`config.mk`:
```
export PLATFORM = sky130hd
export DESIGN_NAME = pwm_multi
export DESIGN_NICKNAME = d
export VERILOG_FILES = /design/src/rtl/pwm_multi.sv
export SDC_FILE = /design/constraint.sdc
export NUM_CORES = 1
export LEC_CHECK = 0
export ABC_CLOCK_PERIOD_IN_PS = 2200
export CORE_MARGIN = 5
export CORE_UTILIZATION = 57
export DETAILED_ROUTE_END_ITERATION = 6
export PLACE_DENSITY = 0.9
export SYNTH_ARGS = -nofsm -noshare
export SYNTH_HDL_FRONTEND = slang
export SYNTH_SLANG_ARGS = --single-unit
```
`constraint.sdc`:
```
create_clock -name clk -period 2.2 [get_ports clk]
set_input_delay 0.55 -clock clk [delete_from_list [all_inputs] [get_ports clk]]
set_output_delay 0.55 -clock clk [all_outputs]
set_load 0.05 [all_outputs]
```
`src/rtl/pwm_multi.sv`:
```
// pwm_multi -- multi-channel PWM generator with double-buffered period/duty.
//
// A single free-running frame counter is shared by CH output lanes. Each lane
// compares the counter against its own active duty and registers the result.
// New period/duty values are captured into shadow registers by `load` and
// moved into the active set only at a frame boundary (wrap), so a frame is
// never built from a mix of old and new settings. While `en` is low a load
// writes the active set directly.
//
// Build option:
//   PWM_CENTER_ALIGN_EN  defined  -> up/down (center-aligned) counter, frame of
//                                    2*period cycles, wrap on reaching 1 going down.
//                        undefined -> edge-aligned sawtooth, frame of period+1.
//
// Ports:
//   clk          clock, all state on rising edge
//   rst_n        asynchronous active-low reset
//   en           run enable; low parks the counter at 0 and drives outputs low
//   period [CW]  requested terminal count
//   duty [CH*CW] requested duty, channel i in bits [i*CW +: CW]
//   load         one-cycle strobe capturing period/duty
//   pwm_out[CH]  registered PWM outputs
//   pending      shadow values waiting for the next wrap
//   period_tick  one-cycle pulse in the first cycle (cnt==0) of a new frame

// Per-channel duty storage and comparator.
module pwm_multi_lane #(
  parameter int CW = 8
) (
  input  logic          clk,
  input  logic          rst_n,
  input  logic          en,
  input  logic [CW-1:0] cnt,
  input  logic [CW-1:0] duty_in,
  input  logic          sh_wr,   // capture duty_in into shadow
  input  logic          act_new, // write duty_in straight into active
  input  logic          act_sh,  // promote shadow into active
  output logic          pwm
);
  logic [CW-1:0] sh_duty, act_duty;

  always_ff @(posedge clk or negedge rst_n) begin
    if (!rst_n) begin
      sh_duty  <= '0;
      act_duty <= '0;
      pwm      <= 1'b0;
    end else begin
      if (sh_wr)        sh_duty  <= duty_in;
      if (act_new)      act_duty <= duty_in;
      else if (act_sh)  act_duty <= sh_duty;
      // Full-width unsigned compare: duty 0 never fires, duty > period always fires.
      pwm <= en && (cnt < act_duty);
    end
  end
endmodule

module pwm_multi #(
  parameter int CH         = 4,
  parameter int CW         = 8,
  parameter int DEF_PERIOD = 99
) (
  input  logic             clk,
  input  logic             rst_n,
  input  logic             en,
  input  logic [CW-1:0]    period,
  input  logic [CH*CW-1:0] duty,
  input  logic             load,
  output logic [CH-1:0]    pwm_out,
  output logic             pending,
  output logic             period_tick
);
  localparam logic [CW-1:0] DEF_P = CW'(DEF_PERIOD);
  localparam logic [CW-1:0] ONE   = CW'(1);

  logic [CH-1:0][CW-1:0] duty_v;
  logic [CW-1:0]         cnt, act_period, sh_period;
  logic                  wrap;
  logic                  sh_wr, act_new, act_sh;

  assign duty_v = duty;

  // Load routing. A load that lands on a wrap (or while stopped) goes straight
  // to active; the shadow is written too so it never holds stale values.
  assign sh_wr   = load;
  assign act_new = load && (!en || wrap);
  assign act_sh  = wrap && pending && !load;

`ifdef PWM_CENTER_ALIGN_EN
  logic dir_dn;

  // Period 0 wraps every cycle; period 1 wraps at the top (1) since there is
  // no down leg; otherwise wrap when reaching 1 on the way down.
  assign wrap = en && ((act_period == '0) ||
                       ((cnt == ONE) && (dir_dn || (act_period == ONE))));

  always_ff @(posedge clk or negedge rst_n) begin
    if (!rst_n) begin
      cnt    <= '0;
      dir_dn <= 1'b0;
    end else if (!en || wrap) begin
      cnt    <= '0;
      dir_dn <= 1'b0;
    end else if (!dir_dn && (cnt == act_period)) begin
      cnt    <= cnt - ONE;
      dir_dn <= 1'b1;
    end else if (dir_dn) begin
      cnt    <= cnt - ONE;
    end else begin
      cnt    <= cnt + ONE;
    end
  end
`else
  assign wrap = en && (cnt == act_period);

  // cnt never exceeds act_period (period only changes at wrap or while
  // stopped with cnt=0), so the increment cannot overflow.
  always_ff @(posedge clk or negedge rst_n) begin
    if (!rst_n)            cnt <= '0;
    else if (!en || wrap)  cnt <= '0;
    else                   cnt <= cnt + ONE;
  end
`endif

  always_ff @(posedge clk or negedge rst_n) begin
    if (!rst_n) begin
      sh_period   <= DEF_P;
      act_period  <= DEF_P;
      pending     <= 1'b0;
      period_tick <= 1'b0;
    end else begin
      period_tick <= wrap;
      if (sh_wr)        sh_period  <= period;
      if (act_new)      act_period <= period;
      else if (act_sh)  act_period <= sh_period;
      // A direct write while stopped supersedes anything still queued.
      if (!en) begin
        if (load) pending <= 1'b0;
      end else if (wrap) begin
        pending <= 1'b0;
      end else if (load) begin
        pending <= 1'b1;
      end
    end
  end

  for (genvar g = 0; g < CH; g++) begin : g_lane
    pwm_multi_lane #(.CW(CW)) u_lane (
      .clk     (clk),
      .rst_n   (rst_n),
      .en      (en),
      .cnt     (cnt),
      .duty_in (duty_v[g]),
      .sh_wr   (sh_wr),
      .act_new (act_new),
      .act_sh  (act_sh),
      .pwm     (pwm_out[g])
    );
  end
endmodule

```
After elaboration in Yosys (flattened, before gate mapping)
Index checks and enable logic that the tools add are counted.
W data, S select, Z words.
{"block": "totals", "ff_bits": 94, "output_inout_bits": 6, "word_cells": 53}
{"block": "classes", "reduce_logical": 15, "n_addsub": 1, "magnitude_cmp": 4, "eq_ne": 1, "muxes": 15}
{"operator": "$mux W8", "count": 11}
{"operator": "$lt A8 B8 Y1", "count": 4}
{"operator": "$add A8 B1 Y8 const B", "count": 1}
{"operator": "$eq A8 B8 Y1", "count": 1}
{"operator": "$logic_and A1 B1 Y1", "count": 8}
{"operator": "$reduce_bool A2 Y1", "count": 3}
{"operator": "$mux W1", "count": 4}
{"operator": "$logic_not A1 Y1", "count": 2}
{"operator": "$reduce_and A2 Y1", "count": 1}
{"operator": "$logic_or A1 B1 Y1", "count": 1}

Depth between registers and ports, before layout
Gate-level depths: netlist of run 1.
{"block": "depth", "word_depth": 6, "mapped_depth": 8, "mapped_depth_nobuf": 7}

Cells and area by module
Synthesis of run 1 repeated with hierarchy kept, for this count alone.
{"block": "unflattened", "hier_cells": 443, "area_unflattened_um2": 5029.8}
{"mod": "pwm_multi_lane", "cells_each": 78, "n_inst": 4, "seq_area_each_um2": 425.4, "area_each_um2": 883.3}
{"mod": "pwm_multi", "cells_each": 131, "n_inst": 1, "seq_area_each_um2": 660.6, "area_each_um2": 1496.4}

Worst setup path before layout of run 1
OpenSTA, ideal clock, no wires.
{"block": "synth_path", "kind": "register to register", "from": "reg act_period[1]", "to": "reg act_period[4]", "path_buffers": 2, "setup_ns": 0.126, "arrival_time_ns": 1.854, "required_ns": 2.074, "slack_ns": 0.220, "stages_incl_launch_ff": 9, "path_cell_list": "dfstp_2 -> xnor2_1 -> nand4_2 -> o21ai_4 -> and2_1 -> buf_4 -> nor2_2 -> buf_6 -> a221o_1"}
{"block": "synth_between", "elab_chain_len": 5, "word_cells_on_any_way": 8}
{"element": "from (decl)", "line_no": "76", "rtl": "logic [CW-1:0] cnt, act_period, sh_period;"}
{"element": "from (signal assigned)", "line_no": "133", "rtl": "if (act_new) act_period <= period;"}
{"element": "from (signal assigned)", "line_no": "134", "rtl": "else if (act_sh) act_period <= sh_period;"}
{"element": "$eq A8 B8 Y1 (*)", "line_no": "113", "rtl": "assign wrap = en && (cnt == act_period);"}
{"element": "$logic_and A1 B1 Y1 (*)", "line_no": "113"}
{"element": "$logic_or A1 B1 Y1 / $logic_and A1 B1 Y1 (equally long branches)", "line_no": "85, 86"}
{"element": "$logic_and A1 B1 Y1, on equally long branches", "line_no": "85, 86"}
{"element": "$mux W8 / $reduce_bool A2 Y1 (equally long branches)"}
Every way passes the cells marked *; elsewhere a longest branch is shown, timed or not.
A chain may end at the register's enable or synchronous reset.

Worst setup path after layout of run 1
{"block": "layout_path", "from": "reg act_period[6]", "to": "reg g_lane[3].u_lane.act_duty[2]"}
{"block": "layout_between", "elab_chain_len": 5, "word_cells_on_any_way": 8}
{"element": "$eq A8 B8 Y1 (*)", "line_no": "113"}
{"element": "$logic_and A1 B1 Y1 (*)", "line_no": "113"}
{"element": "via wrap", "line_no": "77", "rtl": "logic wrap;"}
{"element": "$logic_or A1 B1 Y1 / $logic_and A1 B1 Y1 (equally long branches)", "line_no": "85, 86"}
{"element": "$logic_and A1 B1 Y1, on equally long branches", "line_no": "85, 86"}
{"element": "$mux W8 / $reduce_bool A2 Y1 (equally long branches)"}
{"element": "to (signal assigned)", "line_no": "49", "rtl": "if (act_new) act_duty <= duty_in;"}
{"element": "to (signal assigned)", "line_no": "50", "rtl": "else if (act_sh) act_duty <= sh_duty;"}
{"element": "to (decl)", "line_no": "40", "rtl": "logic [CW-1:0] sh_duty, act_duty;"}
Mark *: on every way through the listed nets, which the timed path passes. The rest lies on a longest branch.

==> reports/metrics.yaml, run 1 <==
status: "complete, no violations"
area.sequential_um2: 2360
power_density_nw_per_um2: 723
vias: 3688
rr_endpoint: "g_lane[3].u_lane.act_duty[2]"
leakagePower_uw: 0.00261
rows: 33
place_ws_ps: -104
drc: 0
cts_tree: "built"
io_buffers: 49
cts-root-buf: "clkbuf_8"
yosys_warnings: 0
die_x_um: 103
clkTransAtPathRegs_ps: 90
numCtsBuffers: 9
r2r_setup_slack_ps: 60
ios: 50
routedWlPerCell_um: 18.0
fin_util_pct: 70.0
finClkSkew_ps: 9.55
max-slew-margin-rel_pct: 66.1
grt_pass1_wl_um: 19000
netlist_area_um2: 4900
ys_ff_latch: 94
fin_ws_ps: 57.9
cp_slowest_cell: "dfstp_2"
slew_viol_final: 0
die-area_um2: 10500
wl_um: 11200
clkLatencyLatePin_ps: 370
peakVddDrop_mv: 0.436
r2r_cells: 7
nNetsFinal: 582
hold_viol: 0
synth_edf_count: 0
worst_ep_arrival_time_ps: 2350
fillers: 578
antenna_found_initial: 0
crit_buf_inv: 1
n_antenna_cell: 0
worstPathRequired_ps: 2410
start_kind: "flip-flop"
drt-initial-drc-count: 181
gp_congestion: 0.865
rsz0062_at_grt: "false"
die_h_um: 103
crit_start: "act_period[6]"
min_path_type: "in2async"
grt_pass1_vias: 3957
drive_above_1_share_pct: 18.3
fmax_mhz: 467
cts_max_level: 3
fp.coreArea_um2: 8300
dr.pass1.iters: 5
yosysUniqueCellTypes: 30
endpoint: "g_lane[3].u_lane.act_duty[2]"
track_usage_pct: 23.1
path_cells: "xnor2_1 -> nand4_2 -> nor3_2 -> nand2_1 -> buf_4 -> a21oi_1 -> o221ai_1"
crit_cells: 7
cp_max_fo: 14
synth_flop_cell: "dfrtp_1"
synth_fp_nets: 525
endpoint_kind: "flip-flop"
viasPerCell: 5.96
r2r-start: "act_period[6]"
cpLargestDelayFamily: "simple AND/OR/NAND/NOR gates"
synth_cells: 452
cts_buffer_depth: 2
tightestPinTransition_ps: 507
cts_sinks: 94
ant_nets: 0
grt_start_max_net_pins: 44
criticalPathCategory: "reg2reg"
period_needed_ps: 2140
synth_seq_area_share_pct: 48.2
initial_core_util_pct: 59.0
multi_input_area_um2: 2310
final-setup-viol-count: 0
maxCapViolations: 0
avgSynthCellArea_um2: 10.8
syn2layout_area_growth_pct: 18.7
grt-ovfl-total: 0
async_reset_ff_share_pct: 100
fin_crit_sh_pct: 97.4
hpwlAfterDp_um: 7850
critPathMaxStageDelay_ps: 560
[state kept, by name (all words and copies together), names as in the netlist]
register                cells
period_tick                 1
g_lane.u_lane.sh_duty      32
act_period                  8
g_lane.u_lane.act_duty     32
cnt                         8
pending                     1
sh_period                   8
g_lane.u_lane.pwm           4
[worst reg2reg max path, delay by kind of cell (launching register included)]
family,cells,cell delay [ps]
AOI/OAI and AO/OA,2,380
xor gates and xnor gates,1,170
buffers and inverters,1,210
and+or+nand+nor,3,650
DFF,1,560
[per-layer routing]
layer  vias to the layer above  global-route usage [%]  part of all wire, %
met3                        17                    5.01                  4.6
met2                       105                    40.0                   52
met5                         -                       0                    0
met4                         0                    7.16                  1.8
li1                       1734                       -                    -
met1                      1832                    29.1                   41
[stage by stage]
step                      power (uW)  cells  hold slack [ps]  setup TNS (ps)  instance area [um^2]
after detailed placement        2970    603              488            -670                  5590
after floorplan                 2650    452              254               0                  4900
after global routing            4410    619              169               0                  5810
after CTS                       4230    619              137               0                  5800
final                           4200    619              140               0                  5810
after global placement          2910    603              481               0                  5590
[power by group]
group / leakage, uW / total, uW / internal, uW / switching, uW
combinational: 0.00139 / 845 / 421 / 424
clock: 0.000110 / 1250 / 669 / 580
sequential: 0.00111 / 2110 / 1960 / 150
[worst min-delay path by stage]
stage / from / end / slack (ps) / cells after the start
finish: rst_n / g_lane[1].u_lane.sh_duty[7] / 140 / 1
CTS: rst_n / cnt[7] / 140 / 1
floorplan: rst_n / act_period[2] / 250 / 0
global route: rst_n / sh_period[4] / 170 / 1
global placement: g_lane[3].u_lane.sh_duty[0] / g_lane[3].u_lane.sh_duty[0] / 480 / 1
detailed placement: g_lane[0].u_lane.sh_duty[0] / g_lane[0].u_lane.sh_duty[0] / 490 / 1
[layout by cell type (no fill, tap or decap), types with 2 or more instances in the layout]
cell / n
dfrtp_1: 86
clkdlybuf4s50_1: 46
mux2_2: 40
a21oi_1: 34
nand2_1: 31
o21ai_0: 31
inv_1: 29
ha_1: 29
and2_1: 28
buf_4: 21
o221ai_1: 18
a221o_1: 14
a21boi_0: 13
xnor2_1: 11
nor2_1: 10
clkbuf_8: 10
a21o_1: 8
o211ai_1: 8
dfstp_2: 8
nand2b_1: 5
a211o_1: 4
a31oi_1: 4
nand3_1: 3
xor2_1: 3
nand4_2: 2
nor2_2: 2
clkinv_2: 2
clkbuf_1: 2
bufinv_16: 2
buf_12: 2
[final cells by class]
class | instances | share of cell area, %
sequential | 94 | 40.7
multi-input combinational | 303 | 39.7
timing repair buffer | 72 | 11.8
clock buffer | 12 | 2.50
tap | 105 | 2.26
inverter | 29 | 1.87
clock inverter | 4 | 1.21
[synth_stat cells (3+ instances only)]
| cell | number | share of area [%] |
|---|---|---|
| a221o_1 | 14 | 2.9 |
| nand3_1 | 3 | 0.31 |
| dfrtp_1 | 86 | 44 |
| clkbuf_1 | 18 | 1.4 |
| dfstp_2 | 8 | 4.3 |
| a21oi_1 | 34 | 3.5 |
| a21boi_0 | 14 | 2.1 |
| xnor2_1 | 11 | 2.0 |
| a21o_1 | 8 | 1.2 |
| ha_1 | 29 | 7.4 |
| nor2_1 | 10 | 0.77 |
| o211ai_1 | 8 | 1.2 |
| a211o_1 | 4 | 0.72 |
| mux2_2 | 40 | 9.2 |
| o221ai_1 | 18 | 3.2 |
| a31oi_1 | 4 | 0.51 |
| o21ai_0 | 31 | 3.2 |
| and2_1 | 28 | 3.6 |
| inv_1 | 29 | 2.2 |
| buf_4 | 5 | 0.77 |
| nand2_1 | 31 | 2.4 |
| xor2_1 | 3 | 0.54 |
| nand2b_1 | 5 | 0.64 |
[repair_timing]
action | CTS | global route
buffers inserted | 0 | 0
gates resized for setup | 0 | 3
endpoints found under the setup margin | 0 | 3
hold buffers | 0 | 0
[cell families (layout without fill, tap and decap cells)]
group	Yosys count	count (layout)	share of synthesized area [%]
muxes	40	40	9.20
xor gates and xnor gates	14	14	2.50
DFF	94	94	48.2
AOI/OAI and AO/OA	136	136	18.9
and+or+nand+nor	84	84	8.97
buffers and inverters	55	117	4.80
adders and majority gates	29	29	7.41
(Power assumes the default switching activity.)
==> run 2: changes to the inputs <==
Settings changed: ABC_CLOCK_PERIOD_IN_PS 2200 to 1900, CORE_UTILIZATION 57 to 52, PLACE_DENSITY 0.9 to 0.87.
Clock period 2.2 ns to 1.9 ns, I/O delays scaled along.
==> run 2 against run 1 <==
  * The run now ends with negative setup slack left
  * Core utilization down 3.7 points
  * Power grew 20%
  * Cell area grew 4.9%
  * Maximum frequency up 9.5%
  * Final cell count up 2.7%
  * Largest cell class is now multi-input gates
==> reports/metrics.yaml, run 2 (same netlist as run 1, synthesis figures left out) <==
status: "complete, but fails checks"
violations: "negative setup slack"
die_x_um: 107  # +4.2%
seqPwrFrac_pct: 48.7  # -1.5 points
slew_viol_final: 0  # unchanged
endpoint_kind: "flip-flop"
final_common_cell: "dfrtp_1"
crit_buf_inv: 1  # unchanged
initial_core_util_pct: 53.3  # -5.8 points
track_usage_pct: 21.9  # -1.2 points
gp_congestion: 0.826  # -4.5%
reg.largest.list: "g_lane.u_lane.act_duty x32, g_lane.u_lane.sh_duty x32"
viasPerCell: 5.95  # -0.19%
fmax_mhz: 511  # +9.5%
worstPathRequired_ps: 2150  # -260 ps
rows: 35  # +6.1%
dpl_cell_area_um2: 5690  # +1.8%
io_buffers: 49  # unchanged
wl_um: 11800  # +5.8%
period_needed_ps: 1960  # -186 ps
drc: 0  # unchanged
leakagePower_uw: 0.00274  # +4.8%
place_inst: 611  # +1.3%
cts_tree: "built"
cts_max_level: 3  # unchanged
fin_ws_ps: -56.4  # -114 ps
cts_buffer_depth: 2  # unchanged
peakVddDrop_mv: 0.456  # +4.6%
r2r-start: "act_period[1]"
cts_sinks: 94  # unchanged
path_cells: "xnor2_2 -> nand4_4 -> buf_6 -> o21ai_4 -> and2_4 -> nor2_4 -> a221o_1"
drt-initial-drc-count: 209  # +15%
power_density_nw_per_um2: 825  # +14%
crit_start: "act_period[1]"
max-slew-margin-rel_pct: 75.3  # +9.1 points
hpwlAfterDp_um: 7770  # -1.0%
p_sw_share_pct: 29.0  # +1.6 points
start_kind: "flip-flop"
grt_pass1_wl_um: 19800  # +4.5%
die_h_um: 107  # +4.2%
ios: 50  # unchanged
crit_cells: 7  # unchanged
cp_slowest_cell: "dfstp_2"
rr_endpoint: "g_lane[1].u_lane.act_duty[7]"
grt_pass1_vias: 4137  # +4.5%
p_sw_uw: 1460  # +27%
numCtsBuffers: 9  # unchanged
p_int_uw: 3570  # +17%
routedWlPerCell_um: 18.6  # +3.0%
r2r_setup_slack_ps: -60  # -110 ps
fin_cells: 636  # +2.7%
r2r_cells: 7  # unchanged
fp.coreArea_um2: 9200  # +11%
fin_crit_sh_pct: 103  # +5.6 points
criticalPathCategory: "reg2reg"
worst_ep_arrival_time_ps: 2210  # -140 ps
most-common-layout-cells: "84 x dfrtp_1, 41 x clkdlybuf4s50_1, 40 x mux2_2"
ant_nets: 0  # unchanged
nNetsFinal: 593  # +1.9%
critPathMaxStageDelay_ps: 570  # about the same
min_path_type: "reg2reg"
dr.pass1.iters: 4  # -1
n_antenna_cell: 0  # unchanged
antenna_found_initial: 0  # unchanged
cpLargestDelayFamily: "flip-flops"
grt_start_max_net_pins: 44  # unchanged
hp-start: "g_lane[2].u_lane.sh_duty[3]"
finClkSkew_ps: 7.79  # -1.75 ps
fin_util_pct: 66.3  # -3.7 points
drive_above_1_share_pct: 24.4  # +6.1 points
clkTransAtPathRegs_ps: 100  # about the same
final-setup-viol-count: 18  # +18
p_total_uw: 5030  # +20%
clockPowerShare_pct: 29.8  # about the same
fillers: 673  # +16%
stdcell_area_um2: 6100  # +4.9%
grt-ovfl-total: 0  # unchanged
rsz0062_at_grt: "true"
hold_path_end: "g_lane[2].u_lane.sh_duty[3]"
tightestPinTransition_ps: 370  # -137 ps
comb_power_share_pct: 21.5  # +1.4 points
vias: 3782  # +2.5%
hold_path_depth: 1
cp_max_fo: 14  # unchanged
cts-root-buf: "clkbuf_8"
die-area_um2: 11500  # +8.7%
clkLatencyLatePin_ps: 370  # about the same
hold_viol: 0  # unchanged
syn2layout_area_growth_pct: 24.5
maxCapViolations: 0  # unchanged
run 2: layer usage:
layer	up-vias	track usage [%]	routed length, um
li1	1760	-	-
met5	-	0	0
met2	118	36.8	6040
met4	0	10.6	369
met1	1871	27.4	4810
met3	33	3.67	582
run 2: worst max-delay path by stage:
stage,to,slack [ps]
6_report,g_lane[1].u_lane.act_duty[7],-60
5_1_grt,g_lane[1].u_lane.act_duty[0],-110
4_1_cts,act_period[7],-10
3_5_place_dp,g_lane[2].u_lane.act_duty[5],-230
3_3_place_gp,g_lane[2].u_lane.act_duty[1],-130
2_1_floorplan,act_period[4],-60
run 2: per-stage QoR:
step / setup TNS [ps] / hold slack, ps / worst slack, ps
5_1_grt: -2710 / 530 / -113
3_3_place_gp: -4430 / 376 / -131
3_5_place_dp: -6560 / 378 / -233
2_1_floorplan: -539 / 179 / -56.3
4_1_cts: -34.8 / 509 / -14.5
6_report: -387 / 508 / -56.4
run 2: repair_timing:
item,4_1_cts,5_1_grt
hold buffers,1,0
cloned,1,0
endpoints found under the hold margin,14,0
resized for setup,12,10
pin swaps,3,9
setup endpoints to repair,40,41
setup buffers,3,4
run 2: power by group through the flow:
stage	registers [uW]	logic, uW	clock network, uW
floorplan	2430	637	0
global placement	2450	934	0
detailed placement	2470	991	0
CTS	2440	1060	1510
global route	2480	1200	1600
finish	2450	1080	1500
run 2: final cells by class:
class	instances	area [um^2]	area share [%]
Clock buffer	9	124	2.03
Clock inverter	7	97.6	1.60
Inverter	29	109	1.79
Multi-Input combinational cell	303	2410	39.5
Sequential cell	94	2360	38.8
Tap cell	111	139	2.28
Timing Repair Buffer	83	853	14.0
